<file path="config.mk">
export PLATFORM = sky130hd
export DESIGN_NAME = prog_frame_sender
export DESIGN_NICKNAME = d
export VERILOG_FILES = /design/src/rtl/prog_frame_sender.sv
export SDC_FILE = /design/constraint.sdc
export NUM_CORES = 1
export LEC_CHECK = 0
export CAP_MARGIN = 20
export CORE_MARGIN = 3
export CORE_UTILIZATION = 48
export CTS_CLUSTER_SIZE = 28
export DETAILED_ROUTE_END_ITERATION = 16
export MAX_ROUTING_LAYER = met4
export PLACE_DENSITY_LB_ADDON = 0.08
export SLEW_MARGIN = 20
export SYNTH_ARGS = -nofsm -noshare
export SYNTH_HDL_FRONTEND = slang
export SYNTH_SLANG_ARGS = --single-unit
</file>
<file path="constraint.sdc">
create_clock -name clk -period 2.45 [get_ports clk]
set_input_delay 0.49 -clock clk [delete_from_list [all_inputs] [get_ports clk]]
set_output_delay 0.49 -clock clk [all_outputs]
set_load 0.005 [all_outputs]
</file>
<file path="src/rtl/prog_frame_sender.sv">
// prog_frame_sender: shifts one configuration frame MSB-first over SCLK/CS/SDI with CS setup, hold and gap framing.
module prog_frame_sender #(
  parameter int FRAME_BITS = 64,
  parameter int CLK_DIV    = 4,
  parameter int CS_SETUP   = 8,
  parameter int CS_HOLD    = 8,
  parameter int CS_GAP     = 8
) (
  input  logic                  clk,
  input  logic                  reset,
  input  logic                  start,
  input  logic [FRAME_BITS-1:0] frame_data,
  output logic                  busy,
  output logic                  done,
  output logic                  SCLK,
  output logic                  CS,
  output logic                  SDI
);
  localparam int M1 = CLK_DIV > CS_SETUP ? CLK_DIV : CS_SETUP;
  localparam int M2 = CS_HOLD > CS_GAP ? CS_HOLD : CS_GAP;
  localparam int PW = $clog2(M1 > M2 ? M1 : M2) + 1;
  localparam int BW = $clog2(FRAME_BITS) + 1;
  typedef enum logic [2:0] {IDLE, SETUP, SHIFT, HOLD, GAP} state_t;
  state_t state, n_state;
  logic [FRAME_BITS-1:0] sr, n_sr;
  logic [PW-1:0] pc, n_pc, lim;
  logic [BW-1:0] bc, n_bc;
  logic n_busy, n_done, n_sclk, n_cs, n_sdi, expire;
  always_comb begin
    lim = state == SETUP ? PW'(CS_SETUP - 1) : state == HOLD ? PW'(CS_HOLD - 1) :
          state == GAP ? PW'(CS_GAP - 1) : PW'(CLK_DIV - 1);
    expire = pc == lim;
  end
  always_comb begin
    n_state = state;
    n_sr = sr;
    n_pc = expire ? '0 : pc + 1'b1;
    n_bc = bc;
    n_busy = busy;
    n_done = 1'b0;
    n_sclk = SCLK;
    n_cs = CS;
    n_sdi = SDI;
    case (state)
      IDLE: begin
        n_pc = '0;
        if (start) begin
          n_state = SETUP;
          n_sr = frame_data;
          n_sdi = frame_data[FRAME_BITS-1];
          n_bc = '0;
          n_cs = 1'b0;
          n_busy = 1'b1;
        end
      end
      SETUP: if (expire) begin
        n_state = SHIFT;
        n_sclk = 1'b1;
      end
      SHIFT: begin
        // the final low half-period is replaced by HOLD
        if (expire && SCLK && bc == BW'(FRAME_BITS - 1)) begin
          n_state = HOLD;
          n_sclk = 1'b0;
          n_sdi = 1'b0;
        end else if (expire && SCLK) begin
          n_sclk = 1'b0;
          n_sr = sr << 1;
          n_sdi = sr[FRAME_BITS-2];
        end else if (expire) begin
          n_sclk = 1'b1;
          n_bc = bc + 1'b1;
        end
      end
      HOLD: if (expire) begin
        n_state = GAP;
        n_cs = 1'b1;
        n_done = 1'b1;
      end
      GAP: if (expire) begin
        n_state = IDLE;
        n_busy = 1'b0;
      end
      default: n_state = IDLE;
    endcase
  end
  always_ff @(posedge clk) begin
    if (reset) begin
      state <= IDLE;
      sr <= '0;
      pc <= '0;
      bc <= '0;
      busy <= 1'b0;
      done <= 1'b0;
      SCLK <= 1'b0;
      CS <= 1'b1;
      SDI <= 1'b0;
    end else begin
      state <= n_state;
      sr <= n_sr;
      pc <= n_pc;
      bc <= n_bc;
      busy <= n_busy;
      done <= n_done;
      SCLK <= n_sclk;
      CS <= n_cs;
      SDI <= n_sdi;
    end
  end
endmodule

</file>
==> out/metrics.cfg <==
[outcome]
status=complete, no violations

[sta]
final.min_clock_period_ps=2380
relSlewSlack=0.645
tns_ps=0
finalSetupViolCount=0
hold_viol=0
period_share=0.971
rsz0062_at_grt=no
tightestPinTransition_ps=532
skew_ps=14.5
fmax_ghz=0.421
slew_violations=0

[floorplanning]
io_pins=72
rows=33
core_area_sq_um=8420
die_w_um=100
die-area_sq_um=10000
dieHeight_um=100
start_util=0.505

[yosys]
ys_seq_elements=82
synth-async-reset-ratio=0
ys.flop_type=dfxtp_1
synthesis.area_sq_um=4260
syn_area_per_cell_sq_um=9.02
seq_area_frac_synth=0.386
yosys_warnings=0
synth_edf_count=0
ys_types=43
syn_nets=543
syn_inst=472

[run]
cap_violations=0

[detailed_routing]
drc=0
drtPass1Iterations=4
wl_per_cell_um=16.3
drt-total-wl_mm=10.4
drt_iter0_markers=217
vias=3707
vias_per_cell=5.81
antenna_left=0

[worst_setup_path]
startpoint_type=flip-flop
critPathRequiredTime_ps=2660
arrival_ps=2580
reg2reg_depth=9
cp-startpoint=state[2]$_SDFFE_PP0P_
crit_type=reg -> reg
r2r-end=sr[20]$_SDFFE_PP0P_
crit_path_max_fanout=27
cp-end-kind=flip-flop
timing.rr.start=state[2]$_SDFFE_PP0P_
ff2ff_setup_slack_ps=70

[clock_network]
path_clk_slew_ps=80
cts_tree=yes
clkLatencyLatePin_ps=350
cts_made_buffers=9
cts-root-buf=clkbuf_8
clock_sinks=82
post_cts_resize_count=0
cts_buffer_depth=2
h-tree-depth=3
post_cts_buffers=0
cts_hold_buf=0

[global_route]
grt_max_degree=44
use_met1=0.287
antenna_found_initial=0
grt_pass1_wl_mm=17.0
use_met3=0.0292
grt_usage=0.211
grtUsageMet2=0.326
grt.overflow.total=0
grt_pass1_vias=3599
grt-busiest-layer=met2

[hold_path]
hp-class=reg -> reg
min_to=bc[6]$_SDFFE_PP0P_
whs_path_depth=1
hp-start=bc[6]$_SDFFE_PP0P_

[layout]
area_growth_pct=24.8
diodes=0
drive_gt1_frac=0.208
nets=599
final_cell_mix=nand2_1, dfxtp_1, clkdlybuf4s50_1, nor3_1, a311oi_2
utilization=0.630
final_common_cell=nand2_1

[pwr]
p_per_area_nw_per_um2=574
p_leak_nw=1.88
peakVddDrop_uv=289
finalPower_w=0.00305

[place]
post-dp-hpwl_mm=6.53
gp_congestion=0.851
portBuffers=71

## cell families after synthesis
kind of cell    after synthesis  synth area share
compound gates               92             0.263
xor+xnor                      3           0.00617
fa+ha+maj                     4            0.0118
buf+inv                      52            0.0776
flops                        82             0.386
mux                           1           0.00235
simple gates                238             0.253
## cell usage after synthesis, types with 3 or more instances
library cell | count | area share
a211oi_1 | 4 | 0.0071
a21oi_1 | 11 | 0.013
a311oi_2 | 60 | 0.21
buf_1 | 3 | 0.0026
buf_12 | 7 | 0.033
buf_2 | 11 | 0.013
clkbuf_1 | 27 | 0.024
dfxtp_1 | 82 | 0.39
ha_1 | 4 | 0.012
nand2_1 | 131 | 0.12
nand3_1 | 5 | 0.0059
nor2_1 | 13 | 0.011
nor2b_1 | 4 | 0.0059
nor3_1 | 68 | 0.080
nor4_1 | 3 | 0.0044
o21ai_0 | 3 | 0.0035
## where the power goes
part | internal (W) | switching [W] | total (W) | leakage (nW)
combinational | 0.000271 | 0.000225 | 0.000496 | 1.09
sequential | 0.00142 | 0.0000512 | 0.00148 | 0.677
clock | 0.000599 | 0.000479 | 0.00108 | 0.109
## area by class of cell
class                   count  area, sq um
multi-input cells         338         2320
flip-flops and latches     82         1640
repair buffers             94          990
fillers                   737         3110
inverters                   3         11.3
clock buffers              11          141
clock inverters             5         77.6
well taps                 105          131
## metal layers
metal	vias to the layer above	wire, um	share of wire
li1	1822	-	-
met1	1807	5060	0.49
met2	66	4850	0.47
met3	12	370	0.035
met4	0	144	0.014
met5	-	0	0
## worst max-delay path: stages (launching register included)
cell and delay, ps:
dfxtp_1 330, nor3b_2 170, or3_1 350, a21bo_2 240, inv_2 100, ha_2 240
o211a_4 240, or2_4 200, buf_12 220, a311oi_2 120
## stage by stage
| stage | hold WS, ps | instances | instance area, sq um | setup WS [ps] |
|---|---|---|---|---|
| after global placement | 444 | 620 | 5010 | 156 |
| after floorplan | 428 | 472 | 4260 | 36.3 |
| after CTS | 471 | 636 | 5230 | 20.1 |
| final | 466 | 638 | 5310 | 72.0 |
| after detailed placement | 457 | 620 | 5010 | 70.1 |
| after global routing | 495 | 638 | 5310 | 15.5 |
## state kept, by name (all words and copies together), names as in the netlist
| name | count |
|---|---|
| pc | 4 |
| busy | 1 |
| bc | 7 |
| SDI | 1 |
| SCLK | 1 |
| state | 3 |
| CS | 1 |
| done | 1 |
| sr | 63 |
## worst max path at each step
stage | endpoint | slack [ps] | cells past startpoint
after floorplan | sr[50]$_SDFFE_PP0P_ | 40 | 11
after CTS | bc[6]$_SDFFE_PP0P_ | 20 | 9
after detailed placement | bc[2]$_SDFFE_PP0P_ | 70 | 9
after global routing | sr[12]$_SDFFE_PP0P_ | 20 | 9
final | sr[20]$_SDFFE_PP0P_ | 70 | 9
after global placement | sr[32]$_SDFFE_PP0P_ | 160 | 9
Power figures use the tool's default switching activity.
